--- src/rtl/fetch_prefetch_queue_pkg.sv ---
// Shared defaults and sizing helpers for the instruction prefetch queue.
package fetch_prefetch_queue_pkg;

  localparam int unsigned DEF_DEPTH    = 4;
  localparam int unsigned DEF_ADDR_W   = 32;
  localparam int unsigned DEF_DATA_W   = 32;
  localparam logic [31:0] DEF_PC_STEP  = 32'd1;
  localparam logic [31:0] DEF_RESET_PC = 32'd0;

  // Counter width able to hold 0..depth inclusive.
  function automatic int unsigned cnt_width(input int unsigned depth);
    return $clog2(depth + 1);
  endfunction

endpackage

--- src/rtl/fetch_prefetch_queue_fifo.sv ---
// In-order queue of {pc, inst} entries with push, pop, flush and occupancy count.
module fetch_prefetch_queue_fifo
  import fetch_prefetch_queue_pkg::*;
#(
  parameter int unsigned DEPTH = DEF_DEPTH,
  parameter int unsigned WIDTH = DEF_ADDR_W + DEF_DATA_W,
  localparam int unsigned PTR_W = $clog2(DEPTH),
  localparam int unsigned CNT_W = cnt_width(DEPTH)
) (
  input  logic             clk,
  input  logic             rst,
  input  logic             flush_i,
  input  logic             push_i,
  input  logic [WIDTH-1:0] data_i,
  input  logic             pop_i,
  output logic [WIDTH-1:0] data_o,
  output logic             valid_o,
  output logic [CNT_W-1:0] count_o
);

  logic [WIDTH-1:0] mem_q [DEPTH];
  logic [PTR_W-1:0] wr_ptr_q, rd_ptr_q;
  logic [CNT_W-1:0] count_q;
  logic             full, do_push, do_pop;

  assign valid_o = (count_q != '0);
  assign full    = (count_q == CNT_W'(DEPTH));
  assign do_pop  = pop_i && valid_o;
  assign do_push = push_i && (!full || do_pop);
  // Empty queue presents zeros so the head is clean after reset.
  assign data_o  = valid_o ? mem_q[rd_ptr_q] : '0;
  assign count_o = count_q;

  always_ff @(posedge clk or negedge rst) begin
    if (!rst) begin
      wr_ptr_q <= '0;
      rd_ptr_q <= '0;
      count_q  <= '0;
    end else if (flush_i) begin
      wr_ptr_q <= '0;
      rd_ptr_q <= '0;
      count_q  <= '0;
    end else begin
      if (do_push) wr_ptr_q <= wr_ptr_q + PTR_W'(1);
      if (do_pop)  rd_ptr_q <= rd_ptr_q + PTR_W'(1);
      count_q <= count_q + CNT_W'(do_push) - CNT_W'(do_pop);
    end
  end

  always_ff @(posedge clk) begin
    if (do_push && !flush_i) mem_q[wr_ptr_q] <= data_i;
  end

  push_when_full_a : assert property (@(posedge clk) disable iff (!rst)
    !(push_i && full && !do_pop));

endmodule

--- src/rtl/fetch_prefetch_queue.sv ---
// Sequential instruction prefetcher: credit-limited imem requests, in-order response queue, redirect flush.
module fetch_prefetch_queue
  import fetch_prefetch_queue_pkg::*;
#(
  parameter int unsigned      DEPTH    = DEF_DEPTH,
  parameter int unsigned      ADDR_W   = DEF_ADDR_W,
  parameter int unsigned      DATA_W   = DEF_DATA_W,
  parameter logic [ADDR_W-1:0] PC_STEP  = ADDR_W'(DEF_PC_STEP),
  parameter logic [ADDR_W-1:0] RESET_PC = ADDR_W'(DEF_RESET_PC),
  localparam int unsigned     CNT_W    = cnt_width(DEPTH)
) (
  input  logic              clk,
  input  logic              rst,
  input  logic              redirectValid,
  input  logic [ADDR_W-1:0] redirectTarget,
  output logic              imemReqValid,
  output logic [ADDR_W-1:0] imemReqAddr,
  input  logic              imemReqReady,
  input  logic              imemRspValid,
  input  logic [DATA_W-1:0] imemRspData,
  output logic              outValid,
  output logic [ADDR_W-1:0] outPc,
  output logic [DATA_W-1:0] outInst,
  input  logic              outReady,
  output logic [CNT_W-1:0]  occupancy
);

  logic [ADDR_W-1:0]        fetch_pc_q, fetch_pc_d;
  logic [ADDR_W-1:0]        rsp_pc_q, rsp_pc_d;
  logic [CNT_W-1:0]         in_flight_q, in_flight_d;
  logic [CNT_W-1:0]         drop_cnt_q, drop_cnt_d;
  logic [CNT_W:0]           committed;
  logic                     accept, push;
  logic [ADDR_W+DATA_W-1:0] head;

  // Every slot is either buffered or owed by imem, so the queue can never overflow.
  assign committed    = {1'b0, occupancy} + {1'b0, in_flight_q};
  assign imemReqValid = rst && !redirectValid && (committed < (CNT_W+1)'(DEPTH));
  assign imemReqAddr  = fetch_pc_q;
  assign accept       = imemReqValid && imemReqReady;

  always_comb begin
    fetch_pc_d  = fetch_pc_q;
    rsp_pc_d    = rsp_pc_q;
    drop_cnt_d  = drop_cnt_q;
    push        = 1'b0;
    in_flight_d = in_flight_q + CNT_W'(accept) - CNT_W'(imemRspValid);
    if (redirectValid) begin
      // Everything still owed by imem belongs to the old path; a response this cycle is already gone.
      fetch_pc_d = redirectTarget;
      rsp_pc_d   = redirectTarget;
      drop_cnt_d = in_flight_q - CNT_W'(imemRspValid);
    end else begin
      if (accept) fetch_pc_d = fetch_pc_q + PC_STEP;
      if (imemRspValid) begin
        if (drop_cnt_q != '0) begin
          drop_cnt_d = drop_cnt_q - CNT_W'(1);
        end else begin
          push     = 1'b1;
          rsp_pc_d = rsp_pc_q + PC_STEP;
        end
      end
    end
  end

  always_ff @(posedge clk or negedge rst) begin
    if (!rst) begin
      fetch_pc_q  <= RESET_PC;
      rsp_pc_q    <= RESET_PC;
      in_flight_q <= '0;
      drop_cnt_q  <= '0;
    end else begin
      fetch_pc_q  <= fetch_pc_d;
      rsp_pc_q    <= rsp_pc_d;
      in_flight_q <= in_flight_d;
      drop_cnt_q  <= drop_cnt_d;
    end
  end

  fetch_prefetch_queue_fifo #(
    .DEPTH (DEPTH),
    .WIDTH (ADDR_W + DATA_W)
  ) u_fifo (
    .clk     (clk),
    .rst     (rst),
    .flush_i (redirectValid),
    .push_i  (push),
    .data_i  ({rsp_pc_q, imemRspData}),
    .pop_i   (outReady),
    .data_o  (head),
    .valid_o (outValid),
    .count_o (occupancy)
  );

  assign outPc   = head[ADDR_W+DATA_W-1 -: ADDR_W];
  assign outInst = head[DATA_W-1:0];

endmodule

--- config.mk ---
export PLATFORM = sky130hd
export DESIGN_NAME = fetch_prefetch_queue
export DESIGN_NICKNAME = d
export VERILOG_FILES = /design/src/rtl/fetch_prefetch_queue_pkg.sv /design/src/rtl/fetch_prefetch_queue_fifo.sv /design/src/rtl/fetch_prefetch_queue.sv
export SDC_FILE = /design/constraint.sdc
export NUM_CORES = 1
export LEC_CHECK = 0
export CAP_MARGIN = 20
export CORE_MARGIN = 2
export CORE_UTILIZATION = 45
export CTS_CLUSTER_DIAMETER = 60
export DETAILED_ROUTE_END_ITERATION = 8
export GPL_TIMING_DRIVEN = 0
export PLACE_DENSITY = 0.72
export SYNTH_ARGS = -nofsm -noshare
export SYNTH_HDL_FRONTEND = slang
export SYNTH_SLANG_ARGS = --single-unit
--- constraint.sdc ---
create_clock -name clk -period 4.1 [get_ports clk]
set_input_delay 0.82 -clock clk [delete_from_list [all_inputs] [get_ports clk]]
set_output_delay 0.82 -clock clk [all_outputs]
set_load 0.02 [all_outputs]
== Word-level counts from Yosys, hierarchy flattened ==
Memory sizes are Yosys's and may differ from the RTL's.
Index checks and enable logic that the tools add are counted.
Word-level totals
  bits in latches: 0
  memories kept: 1
  ROM bits: 0
  flip-flop bits (word level): 77
  RAM bits: 256
Operators by class
  shift operators: 0
  $lt $le $gt $ge: 1
  div/mod/pow operators: 0
  multiplexer cells: 19
  bitwise gates (word level): 0
  add/subtract/negate cells: 11
  reductions and logical operators: 18
  equal/unequal tests: 2
  multipliers: 0
Memory list
  u_fifo.mem_q: words 4, width 64, read ports 1, clocked after memory_dff 0, wr ports 1, RTL line fetch_prefetch_queue_fifo.sv:21  | logic [WIDTH-1:0] mem_q [DEPTH];
Operator list (count)
  2-to-1 mux 32 bit: 5
  adder 32 x 1 -> 32 bit (second input constant): 2
  2-to-1 mux 64 bit: 1
  2-to-1 mux 3 bit: 4
  nonzero test 2 bit: 5
  subtractor 3 x 1 -> 3 bit: 3
  2-to-1 mux 2 bit: 4
  adder 3 x 1 -> 3 bit: 2
  logical AND 1 bit: 6
  nonzero test 3 bit: 2
  2-to-1 mux 1 bit: 5
  adder 2 x 1 -> 2 bit (second input constant): 2
  adder 3 x 3 -> 4 bit: 1
  less-than comparator 4 x 3 -> 1 bit (second input constant): 1
  AND reduction 2 bit: 2
  == test 3 bit (second input constant): 1
  subtractor 3 x 1 -> 3 bit (second input constant): 1
  zero test 1 bit: 2
  != test 2 bit (second input constant): 1
  logical OR 1 bit: 1

== Longest topological paths before layout ==
  depth after elaboration: 8
  gate-level depth with buffers: 11
  mapped depth without buffers: 11

== Modules after synthesis ==
A second synthesis with hierarchy kept.
Second synthesis, totals
  cell total of the unflattened synthesis: 869
  area, all modules: 14178.6 sq um
By module, submodules not included
  fetch_prefetch_queue_fifo: instances 1, seq. area each 7862.5 sq um, cells each 451, area each 10119.7 sq um
  fetch_prefetch_queue: instances 1, seq. area each 1751.7 sq um, cells each 418, area each 4058.9 sq um

== Worst setup path before layout ==
OpenSTA, ideal clock, no wires.
  path kind: in2reg
  start: in imemRspValid
  end: mem u_fifo.mem_q[0][0] in the netlist's numbering, enable pin
  stages: 3
  library setup time: 0.429 ns
  buffers on the path: 0
  setup slack: 0.687 ns
  data required time: 3.671 ns
  arrival: 2.984 ns
  cell sequence: nand3b_2 > nor3_2 > and2_1
On the way
  cells in the longest elaborated chain, start to end: 6
RTL lines
  from (decl): RTL line fetch_prefetch_queue.sv:19  | input logic imemRspValid,
  2-to-1 mux 1 bit: RTL line fetch_prefetch_queue.sv:55  | if (imemRspValid) begin
  2-to-1 mux 1 bit: RTL line fetch_prefetch_queue.sv:48  | if (redirectValid) begin
  logical AND 1 bit: RTL line fetch_prefetch_queue_fifo.sv:29  | assign do_push = push_i && (!full || do_pop);
  logical AND 1 bit: RTL line fetch_prefetch_queue_fifo.sv:51  | if (do_push && !flush_i) mem_q[wr_ptr_q] <= data_i;
  2-to-1 mux 1 bit: RTL line fetch_prefetch_queue_fifo.sv:51
  2-to-1 mux 1 bit (implied by the code): RTL line fetch_prefetch_queue_fifo.sv:51
  to (decl): RTL line fetch_prefetch_queue_fifo.sv:21
Every way passes these cells.

== Worst setup path after layout ==
  start: reg u_fifo.rd_ptr_q[1]
  end: out outInst[20]
On the way
  cells in the longest elaborated chain, start to end: 2
RTL lines
  from (decl): RTL line fetch_prefetch_queue_fifo.sv:22  | logic [PTR_W-1:0] wr_ptr_q, rd_ptr_q;
  from (signal assigned): RTL line fetch_prefetch_queue_fifo.sv:45  | if (do_pop) rd_ptr_q <= rd_ptr_q + PTR_W'(1);
  memory read (4 x 64 bit)
  2-to-1 mux 64 bit: RTL line fetch_prefetch_queue_fifo.sv:31  | assign data_o = valid_o ? mem_q[rd_ptr_q] : '0;
  to (decl): RTL line fetch_prefetch_queue.sv:23  | output logic [DATA_W-1:0] outInst,
Every way passes these cells.

==> reports/results.tsv <==
stage	metric	value	unit
worst_setup_path	critical path arrival	3.07	ns
power_and_ir_drop	PwrDens	576	nW/um^2
worst_setup_path	CP top delay family	buffers and inverters	
global_routing	largest net degree at the start of global routing	70	
worst_setup_path	Setup CP Type	reg -> out	
worst_setup_path	worst reg2reg endpoint	in_flight_q[2]	
sta	Final min period	3.89	ns
sta	Max-slew headroom	40.0	%
worst_setup_path	critical path cell sequence	clkbuf_1 -> buf_1 -> mux4_2 -> and2_1 -> clkdlybuf4s50_1	
finish	layout cells sized above 1	15.5	%
global_routing	antenna violations before repair	0	
placement	placed cell count	1437	
placement	GPL Wtd Cong	0.897	
placement	dpl ws	0.521	ns
power_and_ir_drop	LEAKAGE	6.03	nW
yosys	largest cells by area after synthesis	edfxtp_1, dfrtp_1, mux4_2	
yosys	#FFs+latches synth	333	
finish	synthesis-to-finish area growth	24.6	%
global_routing	Remaining Overflow, GRT	0	
sta	Fmax achieved	257	MHz
yosys	EDFF count, synth	256	
yosys	leading area contributor after synthesis	edfxtp_1	
finish	post-layout util	57.3	%
hold_path	Min-Delay Path Class	in -> async	
floorplan	Core Area	30700	sq um
finish	nets	1167	
worst_setup_path	delay of the slowest cell on the worst path	0.60	ns
clocking	clk sinks	333	
power_and_ir_drop	PnR Total Power	10.2	mW
sta	worst hold slack	0.135	ns
global_routing	gr usage total	19.1	%
yosys	syn_area_per_cell	16.3	sq um
sta	Slew @ Worst Pin	0.900	ns
worst_setup_path	Worst Path Buf+Inv	3	
worst_setup_path	Critical Path Source Type	flip-flop	
routing	Iter 0 DRT Violations	521	
finish	ANT cells	0	
sta	Fin. Hold Viols	0	
yosys	count leader, synth	edfxtp_1	
floorplan	# rows	64	
sta	Slew Limit Fails	0	
worst_setup_path	worst-path cell with the longest stage delay	buf_1	
routing	Via density	5.51	
worst_setup_path	Setup crit end kind	output pin	
routing	DR vias	8267	
global_routing	vias in the first global route	8655	
sta	clk_skew	0.0185	ns
worst_setup_path	Worst Setup SP	u_fifo.rd_ptr_q[1]	
finish	Multi-input gate area	4280	sq um
clocking	CTS tree	yes	
finish	register area	9610	sq um
clocking	Num CTS Buffers	36	
worst_setup_path	worst path required time	3.28	ns
sta	Tcrit/Tclk final	94.9	%
yosys	Yosys Warn Count	0	
yosys	sequential-to-total area share from yosys stat	68.0	%
yosys	Synth top area share	54.3	%
worst_setup_path	reg2reg setup slack	1.33	ns
yosys	mapped cell area	14100	sq um
worst_setup_path	RR Startpoint	u_fifo.count_o[2]	
routing	1st-pass router iterations	5	
yosys	Post-synth top cells	edfxtp_1, dfrtp_1, and2_1, mux4_2, nand2_1	
yosys	unique cell type count in the Yosys netlist	54	
worst_setup_path	critical path fanouts, max	10	
placement	Final HPWL DP	20.3	mm
floorplan	Die Height	181	um
routing	Routed WL per cell	20.3	um
clocking	Root Buffer	clkbuf_16	
routing	# DRC	0	
sta	Final setup viols	0	
floorplan	IO Pins	171	
finish	cell area after layout	17600	sq um
run_status	outcome	complete, no violations	
run	Max Cap Viol	0	
clocking	worst-skew pair later-pin latency	0.52	ns
routing	final WL	30.5	mm
routing	Final ANT Viol Nets	0	
placement	Post-DP Area	16500	sq um
placement	port bufs	169	
worst_setup_path	R2R cell count	11	
yosys	Synth Flop Type	edfxtp_1	
sta	unrepaired setup endpoints after global routing	false	
finish	Final Non-Filler Cells	1501	
clocking	H-tree depth	2	
floorplan	initial core utilization	46.0	%
clocking	CTS clk-pin slew, worst paths	0.06	ns
yosys	Synth async-reset ratio	23.1	%
sta	setup slack after layout	0.208	ns
floorplan	die area	32900	sq um
finish	fillcell total	2423	
floorplan	Die W	181	um
clocking	clock tree buffer depth	3	
global_routing	first-pass GRT wire length	48.7	mm
clocking	Post-CTS Setup Bufs	0	
yosys	Synth Instances	867	
sta	total negative slack	0	ns
power_and_ir_drop	worst vdd ir	0.270	mV
yosys	Mapped Nets	955	
## power by group
part / leakage (nW) / switching [mW] / internal (mW)
combinational: 2.23 / 1.49 / 1.45
clock: 0.565 / 1.28 / 1.88
sequential: 3.23 / 0.202 / 3.85
total: 6.03 / 2.97 / 7.18
## cell usage in the layout (no fill, tap or decap), types with 3 or more instances in the layout
cell	n
xnor2_1	24
nor4_4	4
clkinv_1	6
clkbuf_16	36
mux2_2	16
nand4b_1	3
xor2_1	25
clkinv_2	7
and2_1	68
nand4_2	3
a21oi_1	11
and3_1	11
dfrtp_1	77
clkbuf_1	27
nor4_1	3
and2_4	4
nor2_1	23
nor3_1	6
nand4_1	23
or3_1	5
ha_1	16
nand2_1	55
buf_6	3
buf_1	3
clkdlybuf4s50_1	168
a31oi_1	4
buf_2	7
o21ai_0	23
o211ai_1	18
mux4_2	64
inv_1	22
edfxtp_1	256
buf_16	4
o311ai_0	3
nand3_1	29
bufinv_16	4
o311ai_1	4
## state kept, by name, indices dropped and copies added (netlist names)
name             count
u_fifo.mem_q       256
imemReqAddr         32
rsp_pc_q            32
drop_cnt_q           3
in_flight_q          3
u_fifo.count_o       3
u_fifo.rd_ptr_q      2
u_fifo.wr_ptr_q      2
## cell families after synthesis
kind of cell / share of synthesized area (%)
adder cells (fa/ha/maj): 1.70
multiplexers: 11.6
flip-flops: 68.0
XOR/XNOR: 3.03
AO/OA/AOI/OAI: 3.28
AND/OR/NAND/NOR: 10.6
buffers and inverters: 1.84
## worst max path at each step
stage                                to  depth (start not counted)  slack (ns)
finish                      outInst[20]                          5        0.21
detailed placement  u_fifo.mem_q[3][31]                          5        0.52
floorplan            u_fifo.mem_q[0][0]                          3        0.69
global route                outInst[16]                          5       0.003
global placement         in_flight_q[2]                         11       -2.21
CTS                           outPc[21]                          5        0.07
## layout make-up
type,instances,area share [%]
flip-flops and latches,333,54.5
multi-input cells,474,24.3
repair buffers,174,10.3
clock buffers,41,5.22
well taps,396,2.81
clock inverters,23,1.35
plain buffers,37,0.993
inverters,23,0.490
## layer usage
layer  global-route usage [%]  part of all wire [%]  wire (um)
met1                     27.0                    45      13700
met2                     31.4                    48      14700
met3                     3.06                   5.6       1720
met4                     4.36                   1.5        473
met5                        0                     0          0
## repair_timing
action / 4_1_cts / 5_1_grt
resized for setup: 0 / 2
hold buffers: 0 / 0
endpoints found under the setup margin: 0 / 1
hold endpoints to repair: 0 / 0
Power figures use the tool's default switching activity.
==> RTL change, RTL diff (same settings) <==
Change the package constant `DEF_DATA_W` from 32 to 16.
--- a/src/rtl/fetch_prefetch_queue_pkg.sv
+++ b/src/rtl/fetch_prefetch_queue_pkg.sv
@@ -3,7 +3,7 @@
 
   localparam int unsigned DEF_DEPTH    = 4;
   localparam int unsigned DEF_ADDR_W   = 32;
-  localparam int unsigned DEF_DATA_W   = 32;
+  localparam int unsigned DEF_DATA_W   = 16;
   localparam logic [31:0] DEF_PC_STEP  = 32'd1;
   localparam logic [31:0] DEF_RESET_PC = 32'd0;
 
Ports: changed (resized imemRspData and outInst); port bits go from 171 to 139. No check against the original RTL was run, so the function may have changed too.
==> RTL change against the unedited design <==
Total power shrank 20%; sequential power down 18%; largest power group unchanged; global-route usage increased by 0.75 points; sequential cell count fell by 64; register-to-register slack worse by 0.57 ns; sequential share of layout area is 1.8 points lower; first-iteration DRC count increased by 20%; maximum frequency increased by 2.7%; clock skew down 0.0054 ns; worst setup slack improved by 0.10 ns; wire length decreased by 13%; critical path type unchanged; final area shrank 17%; area after synthesis shrank 17%; critical path depth unchanged.
==> RTL change: results (changes against the unedited design) <==
| Metric | Value |
|---|---|
| EDFF count, synth | 192 (was 256) |
| Clock Skews | 0.0132 ns (was 0.0185 ns) |
| Gate family responsible for the most delay along the worst path | buffers and inverters (unchanged) |
| Via count of the first global-routing pass | 7227 (was 8655) |
| Outcome | finished clean (unchanged) |
| Net count, final | 1024 (was 1167) |
| First-pass GRT wire length | 41100 µm (was 48700 µm) |
| Path category of the worst min-delay check | input port to async pin (unchanged) |
| Average vias per placed instance | 5.56 (was 5.51) |
| Endpoint arrival time on the critical path | 2.97 ns (was 3.07 ns) |
| Async set or reset register ratio after synthesis | 28.6% (was 23.1%) |
| Post-CTS Setup Bufs | 0 (unchanged) |
| Stage delay of the slowest cell on the critical path | 0.53 ns (was 0.60 ns) |
| Port Buffers | 137 (was 169) |
| Cell variety after synth | 51 (was 54) |
| Top area cells in the synthesized netlist | sky130_fd_sc_hd__edfxtp_1 (49%), sky130_fd_sc_hd__dfrtp_1 (16%), sky130_fd_sc_hd__mux4_2 (9.2%) (was sky130_fd_sc_hd__edfxtp_1 (54%), sky130_fd_sc_hd__dfrtp_1 (14%), sky130_fd_sc_hd__mux4_2 (10%)) |
| Clock Tree Buf Depth | 3 (unchanged) |
| H-Tree Level Count | 1 (was 2) |
| Static leakage | 5.01 nW (was 6.03 nW) |
| Most frequent cells after synthesis | sky130_fd_sc_hd__edfxtp_1 (192), sky130_fd_sc_hd__dfrtp_1 (77), sky130_fd_sc_hd__and2_1 (59) (was sky130_fd_sc_hd__edfxtp_1 (256), sky130_fd_sc_hd__dfrtp_1 (77), sky130_fd_sc_hd__and2_1 (72)) |
| Part of the Yosys area used for sequential elements | 65.5% (was 68.0%) |
| CTS Buf Count | 29 (was 36) |
| Global routing usage summed across all routing layers | 19.9% (was 19.1%) |
| Synthesized netlist cell count | 779 (was 867) |
| Worst-skew pair later-pin latency | 0.54 ns (was 0.52 ns) |
| Cell with the biggest individual delay on the critical path | sky130_fd_sc_hd__clkdlybuf4s50_1 (was sky130_fd_sc_hd__buf_1) |
| Post-DP HPWL | 18000 µm (was 20300 µm) |
| GP Congestion | 0.876 (was 0.897) |
| Total Routed Length | 26500 µm (was 30500 µm) |
| DRC marker count from the first detailed-route iteration | 626 (was 521) |
| Final std cells w/o fill | 1310 (was 1501) |
| Share of cells above drive strength 1 | 14.5% (was 15.5%) |
| Number of flip-flops in the largest register | 192 (was 256) |
| Largest net degree at the start of global routing | 45 (was 70) |
| Worst vdd ir | 0.000312 V (was 0.000270 V) |
==> RTL change: power breakdown <==
part / switching (W) / internal [W]
clock: 0.00106 / 0.00151
combinational: 0.00113 / 0.00114
sequential: 0.000204 / 0.00312
==> RTL change: layout make-up <==
type	instances	area [µm²]
Inverter	24	90.1
Tap cell	335	419
Timing Repair Buffer	142	1480
Clock inverter	12	114
Buffer	33	145
Multi-Input combinational cell	453	3810
Fill cell	2063	11200
Clock buffer	42	845
Sequential cell	269	7690
==> RTL change: path summary, 6_finish.rpt <==
kind,slack (ns),start,to,depth (start not counted)
max,0.31,u_fifo.rd_ptr_q[1],outPc[16],5
min,0.23,rst,imemReqAddr[3],1
max in group asynchronous,3.27,rst,u_fifo.rd_ptr_q[1],2
min in group clk,0.55,rsp_pc_q[12],u_fifo.mem_q[0][28],0
min reg2reg,0.55,rsp_pc_q[12],u_fifo.mem_q[0][28],0
max reg2reg,0.76,u_fifo.count_o[2],in_flight_q[2],12
==> RTL change: logic make-up (layout without fill, tap and decap cells) <==
kind of cell | after synthesis | count (layout) | synth area share [%]
flip-flops | 269 | 269 | 65.5
AO/OA/AOI/OAI | 78 | 78 | 4.19
AND/OR/NAND/NOR | 243 | 243 | 11.7
XOR/XNOR | 47 | 47 | 3.51
multiplexers | 67 | 67 | 11.0
buffers and inverters | 57 | 253 | 1.99
adder cells (fa/ha/maj) | 18 | 18 | 2.05
==> RTL change: repair_timing <==
| item | CTS | global route |
|---|---|---|
| hold endpoints to repair | 0 | 0 |
| resized for setup | 0 | 2 |
| setup endpoints to repair | 0 | 10 |
==> RTL change: metal layers <==
| metal | vias to the layer above | track usage [%] | wire length [µm] |
|---|---|---|---|
| met5 | - | 0 | 0 |
| met4 | 0 | 5.84 | 647 |
| met3 | 42 | 2.90 | 1700 |
| met2 | 267 | 31.4 | 12400 |
| met1 | 3645 | 28.8 | 11800 |
| li1 | 3325 | - | - |
==> RTL change: through the flow <==
| step | hold slack (ns) | setup WS (ns) | power, W | area (µm²) |
|---|---|---|---|---|
| 2_1_floorplan | 0.489 | 0.960 | 0.00472 | 11700 |
| 6_report | 0.234 | 0.310 | 0.00816 | 14600 |
| 3_5_place_dp | 0.523 | 0.170 | 0.00568 | 13600 |
| 5_1_grt | 0.252 | 0.139 | 0.00855 | 14600 |
| 3_3_place_gp | 0.530 | -2.63 | 0.00563 | 13500 |
| 4_1_cts | 0.239 | 0.0332 | 0.00826 | 14600 |
